File: src/rtl/rst_seq_ctrl.sv
// Sequenced reset controller: asserts all reset outputs asynchronously,
// releases them synchronously after a synchroniser plus hold stretch, one
// channel at a time, and re-runs the sequence on a software request.
module rst_seq_ctrl #(
    parameter int NUM_OUT       = 4,
    parameter int SYNC_STAGES   = 2,
    parameter int HOLD_CYCLES   = 4,
    parameter int STAGE_GAP     = 2,
    parameter int SW_RST_CYCLES = 8
) (
    input  logic               clk_i,
    input  logic               rst_n_i,
    input  logic               sw_rst_req_i,
    output logic               sw_rst_ack_o,
    output logic [NUM_OUT-1:0] rst_n_o,
    output logic               rst_done_o
);

    localparam int MAX_HG  = (HOLD_CYCLES > STAGE_GAP) ? HOLD_CYCLES : STAGE_GAP;
    localparam int MAX_CNT = (MAX_HG > SW_RST_CYCLES) ? MAX_HG : SW_RST_CYCLES;
    localparam int CNT_W   = $clog2(MAX_CNT + 1);

    localparam logic [CNT_W-1:0] HOLD_LAST = CNT_W'(HOLD_CYCLES - 1);
    localparam logic [CNT_W-1:0] GAP_LAST  = CNT_W'(STAGE_GAP - 1);
    localparam logic [CNT_W-1:0] SW_LAST   = CNT_W'(SW_RST_CYCLES - 1);

    typedef enum logic [1:0] {
        ST_HOLD,
        ST_RELEASE,
        ST_RUN,
        ST_SW_HOLD
    } state_t;

    state_t             state_q;
    logic [CNT_W-1:0]   cnt_q;
    logic [NUM_OUT-1:0] rst_q;
    logic               done_q;
    logic               ack_q;

    logic [SYNC_STAGES-1:0] sync_q;
    logic                   sync_rst_n;
    logic [NUM_OUT-1:0]     rst_shift;

    // Asynchronous assert, synchronous de-assert of the incoming reset.
    always_ff @(posedge clk_i or negedge rst_n_i) begin
        if (!rst_n_i) begin
            sync_q <= '0;
        end else begin
            sync_q <= {sync_q[SYNC_STAGES-2:0], 1'b1};
        end
    end

    assign sync_rst_n = sync_q[SYNC_STAGES-1];

    // Releasing the next channel is a shift-in of a 1 from bit 0, which keeps
    // the output vector monotonic by construction; the vector becoming all
    // ones marks the last channel.
    assign rst_shift = NUM_OUT'({rst_q, 1'b1});

    // Sequencing FSM with registered outputs.
    always_ff @(posedge clk_i or negedge rst_n_i) begin
        if (!rst_n_i) begin
            state_q <= ST_HOLD;
            cnt_q   <= '0;
            rst_q   <= '0;
            done_q  <= 1'b0;
            ack_q   <= 1'b0;
        end else begin
            ack_q <= 1'b0;
            case (state_q)
                ST_HOLD: begin
                    if (!sync_rst_n) begin
                        cnt_q <= '0;
                    end else if (cnt_q == HOLD_LAST) begin
                        cnt_q <= '0;
                        rst_q <= rst_shift;
                        if (&rst_shift) begin
                            state_q <= ST_RUN;
                            done_q  <= 1'b1;
                        end else begin
                            state_q <= ST_RELEASE;
                        end
                    end else begin
                        cnt_q <= cnt_q + CNT_W'(1);
                    end
                end
                ST_RELEASE: begin
                    if (cnt_q == GAP_LAST) begin
                        cnt_q <= '0;
                        rst_q <= rst_shift;
                        if (&rst_shift) begin
                            state_q <= ST_RUN;
                            done_q  <= 1'b1;
                        end
                    end else begin
                        cnt_q <= cnt_q + CNT_W'(1);
                    end
                end
                ST_RUN: begin
                    cnt_q <= '0;
                    if (sw_rst_req_i) begin
                        rst_q   <= '0;
                        done_q  <= 1'b0;
                        ack_q   <= 1'b1;
                        state_q <= ST_SW_HOLD;
                    end
                end
                ST_SW_HOLD: begin
                    if (cnt_q == SW_LAST) begin
                        cnt_q <= '0;
                        rst_q <= rst_shift;
                        if (&rst_shift) begin
                            state_q <= ST_RUN;
                            done_q  <= 1'b1;
                        end else begin
                            state_q <= ST_RELEASE;
                        end
                    end else begin
                        cnt_q <= cnt_q + CNT_W'(1);
                    end
                end
                default: begin
                    state_q <= ST_HOLD;
                    cnt_q   <= '0;
                    rst_q   <= '0;
                    done_q  <= 1'b0;
                end
            endcase
        end
    end

    assign rst_n_o      = rst_q;
    assign rst_done_o   = done_q;
    assign sw_rst_ack_o = ack_q;

endmodule

File: config.mk
export PLATFORM = sky130hd
export DESIGN_NAME = rst_seq_ctrl
export DESIGN_NICKNAME = d
export VERILOG_FILES = /design/src/rtl/rst_seq_ctrl.sv
export SDC_FILE = /design/constraint.sdc
export NUM_CORES = 1
export LEC_CHECK = 0
export BUFFER_PORTS_ARGS = -buffer_cell sky130_fd_sc_hd__buf_2
export CAP_MARGIN = 25
export CORE_MARGIN = 3
export CORE_UTILIZATION = 52
export CTS_BUF_LIST = sky130_fd_sc_hd__clkbuf_2
export DETAILED_ROUTE_END_ITERATION = 10
export GPL_TIMING_DRIVEN = 0
export PLACE_DENSITY = 0.81
export SYNTH_ARGS = -nofsm -noshare
export SYNTH_HDL_FRONTEND = slang
export SYNTH_SLANG_ARGS = --single-unit
File: constraint.sdc
create_clock -name clk_i -period 2 [get_ports clk_i]
set_clock_uncertainty 0.2 [all_clocks]
set_input_delay 0.2 -clock clk_i [delete_from_list [all_inputs] [get_ports clk_i]]
set_output_delay 0.2 -clock clk_i [all_outputs]
set_load 0.005 [all_outputs]
**After elaboration in Yosys (flattened, before gate mapping)**

Cells that the tools add are included.

- Equality and inequality tests: 12
- Add/subtract/negate cells: 1
- Multiplexer cells: 28
- Reductions and logical operators: 4

Operators with widths:

| kind | count |
|---|---|
| $mux W4 | 9 |
| $pmux W4 S4 | 2 |
| $mux W2 | 7 |
| $ne A2 B2 Y1 const B | 6 |
| $mux W1 | 8 |
| $pmux W2 S4 | 1 |
| $reduce_and A6 Y1 | 1 |
| $reduce_and A5 Y1 | 1 |
| $add A4 B1 Y4 const B | 1 |
| $eq A2 B2 Y1 const B | 2 |
| $eq A4 B1 Y1 const B | 1 |
| $eq A4 B2 Y1 const B | 1 |
| $eq A4 B3 Y1 const B | 1 |
| $pmux W1 S4 | 1 |
| $reduce_and A3 Y1 | 1 |
| $eq A2 B1 Y1 const B | 1 |
| $logic_not A2 Y1 | 1 |

- Word-level logic and storage cells: 51
- Output and inout port bits: 6
- Register bits: 14
- Input port bits: 3

**Logic depth before layout (Yosys ltp)**

- Depth after elaboration: 5
- Gate-level depth with buffers: 7
- Gate-level depth less buffers: 6

**Least setup slack after synthesis**

Ideal clock, no wire load.

- Path type: reg2reg
- Start point: register state_q[0]
- End point: register state_q[0]
- Required time: 1675 ps
- Stages on the path, launching flop included: 6
- Arrival time: 1620 ps
- Setup time: 125 ps
- Path buffers: 0
- Slack: 55 ps
- Period minus slack after synthesis: 1945 ps
- Cells stage by stage: dfrtp_1 -> ha_1 -> nor4b_4 -> o32ai_2 -> a211o_1 -> mux2_4

- Longest elaborated chain between the ends: 3
- Elaborated cells on any way between the ends: 12
- Those cells by class: eq/ne: 9; mux: 1; reduce/logical: 2

Ends and longest elaborated chain:

| item | line | text |
|---|---|---|
| from (decl) | 34 | `state_t state_q;` |
| from (signal assigned) | 63 | `state_q <= ST_HOLD;` |
| from (signal assigned) | 78 | `state_q <= ST_RUN;` |
| from (signal assigned) | 81 | `state_q <= ST_RELEASE;` |
| $eq A2 B2 Y1, or another cell as far along | 70 | `case (state_q)` |
| $ne A2 B2 Y1 (no source line) | - |  |
| $reduce_and A6 Y1 (no source line) | - |  |

Several ways; a longest one is shown, not always the timed one.
A chain may end at the register's enable or synchronous reset.

**Final worst setup path**

Ends and elaborated chain as after synthesis.

==> impl_metrics.tcl <==
set metrics [dict create \
    ys_async_sr_fraction 1.000 \
    area_delta_synth_final_pct 22.48 \
    synth_top_family_by_area "simple AND/OR/NAND/NOR gates" \
    cts_max_level 1 \
    synth-simple-area-share 0.1769 \
    antenna_left 0 \
    cts_tree "yes" \
    power_frac_comb 0.580 \
    startpoint_type "register" \
    multi_input_area_um2 402.9 \
    synthTopCellsByArea "dfrtp_1, ha_1, o21ai_0" \
    die_w_um 44.16 \
    whs_ns 0.1381 \
    critPathMaxFanout 4 \
    synthCells 72 \
    p_int_mw 0.8269 \
    switchingPower_mw 0.5766 \
    seq_power_share 0.327 \
    worstSetupPathType "reg2reg" \
    run_status "finished, violations left" \
    num_antenna_cells 0 \
    top_usage_layer "met2" \
    grt_pass1_wl_um 2332 \
    fill_cells 101 \
    drcViolationCount 0 \
    failed_checks "negative setup slack" \
    fmax_mhz 494.5 \
    final_nets 102 \
    ys.flop_type "dfrtp_1" \
    met1_usage 0.2185 \
    final_cell_mix "dfrtp_1, nor2_1, buf_2" \
    cts_buffers 3 \
    initialDrtViolationCount 19 \
    dpl.hpwl_um 972 \
    clock_latency_ns 0.26 \
    routabilityCongestion 0.7612 \
    synth_seq_cells 14 \
    synth.net_count 82 \
    grt-ovfl-total 0 \
    report.final.hold_viol_count 0 \
    viasPerCell 5.377 \
    crit_required_ns 1.96 \
    hold_class "in2async" \
    clock_path_buffers 2 \
    syn_avg_cell_area_um2 10.51 \
    antenna_found_initial 0 \
    cts-root-buf "clkbuf_2" \
    gr-usage-met3 0.04065 \
    io_pins 9 \
    core_area_um2 1334 \
    clock_sinks 14 \
    final_max_slew_viol_count 0 \
    synth_adder_area_share 0.1157 \
    dr_total_vias 570 \
    crit_start "state_q[0]" \
    rsz0062_at_grt "true" \
    wirelength_um 1439 \
    drive_above_1_share 0.2967 \
    synth_area_um2 757.0 \
    end_kind "register" \
    synth_top_area_frac 0.4628 \
    synth_area_leader_cell "dfrtp_1" \
    synth_compound_area_frac 0.1620 \
    synthMuxAreaShare 0.01983 \
    timing.max_cap.violations 0 \
    r2r-start "state_q[0]" \
    synth_warnings 0 \
    use_met2 0.2471 \
    critPathArrivalTime_ns 1.99 \
    die_h_um 44.16 \
    portBuffers 8 \
    synth_edf_count 0 \
    synth.distinct_cells 29 \
    period_share 1.011 \
    grt.total_usage 0.1627 \
    rows 13 \
    initial_core_util 0.5675 \
    pwr_density_cell_nw_per_um2 1514 \
    first_pass_iters 4 \
    synth_xor_area_frac 0.01157 \
    setup_slack_ns -0.02212 \
    final_common_cell "dfrtp_1" \
    period_needed_ns 2.022 \
    dieArea_um2 1950 \
    seq_area_frac_synth 0.4628 \
    fin_util 0.6951 \
    clkTransAtPathRegs_ns 0.13 \
    peakVddDrop_mv 0.7827 \
    p_sw_frac 0.4108 \
    grt_max_degree 15 \
    drt-wirelength-per-cell_um 13.58 \
    post-place-ws_ns -0.09351 \
    fin_setup_tns_ns -0.02212 \
    grt_pass1_vias 544 \
    setup_viol_count_final 1 \
    p_clk_frac 0.093 \
    power.leakage_nw 0.4443 \
    seq_area_um2 351.6 \
]
## power by group through the flow
| stage | clock network [mW] | logic [mW] | registers, mW |
|---|---|---|---|
| 2_1_floorplan | 0 | 0.507 | 0.447 |
| 3_3_place_gp | 0 | 0.640 | 0.451 |
| 3_5_place_dp | 0 | 0.665 | 0.457 |
| 4_1_cts | 0.136 | 0.771 | 0.459 |
| 5_1_grt | 0.153 | 0.911 | 0.473 |
| 6_report | 0.131 | 0.814 | 0.459 |
## cells in the mapped netlist, drive strengths merged, types with 2 or more instances
master / instances
a21oi: 2
and4bb: 2
dfrtp: 14
ha: 7
inv: 8
nand2: 2
nand3: 2
nor2: 8
o21ai: 7
o31ai: 3
## path summary, 6_finish.rpt
path,endpoint,cells after the start,slack [ns]
worst min-delay path,cnt_q[2],2,0.14
worst max register to register,state_q[0],5,-0.02
max in group asynchronous,state_q[0],2,1.21
worst max-delay path,state_q[0],5,-0.02
worst min register to register,sync_q[1],0,0.18
min in group clk_i,sync_q[1],0,0.18
## registers in the layout, summed over array words and instances, names as in the netlist
| register | count |
|---|---|
| state_q | 2 |
| rst_n_o | 4 |
| sync_q | 2 |
| sw_rst_ack_o | 1 |
| rst_done_o | 1 |
| cnt_q | 4 |
## critical path, cell delays in order (launching register included)
cell and delay, ns:
dfrtp_2 0.47, ha_2 0.22, nor4b_4 0.30, o32ai_4 0.15
a211o_1 0.28, mux2_4 0.31
## cells by family after synthesis
logic type	Yosys count
AOI/OAI and AO/OA	18
muxes	1
adders and majority gates	7
and+or+nand+nor	21
buffers and inverters	9
DFF	14
other	1
xor gates and xnor gates	1
## through the flow
step | area [µm²] | instances | power (mW)
after global placement | 815.8 | 95 | 1.091
final | 927.1 | 106 | 1.403
after floorplan | 757.0 | 72 | 0.9535
after detailed placement | 815.8 | 95 | 1.122
after CTS | 913.4 | 106 | 1.366
after global routing | 927.1 | 106 | 1.537
## per-layer routing
| metal | share of wire | vias up |
|---|---|---|
| met3 | 0.033 | 2 |
| li1 | - | 286 |
| met4 | 0.0083 | 0 |
| met2 | 0.50 | 13 |
| met5 | 0 | - |
| met1 | 0.45 | 269 |
## area by class of cell
cell class              instances  area share
multi-input cells              49      0.4345
flip-flops and latches         14      0.3792
repair buffers                 15      0.1053
inverters                       8     0.03239
well taps                      15     0.02024
clock buffers                   3     0.01619
plain buffers                   1    0.008097
clock inverters                 1    0.004049
## timing repair
item,CTS,global route
setup buffers,5,0
hold endpoints to repair,15,0
hold buffers,2,0
resized for setup,7,2
setup endpoints to repair,7,7
pin swaps,3,1
Note: power is estimated with default switching activity, not from simulation.
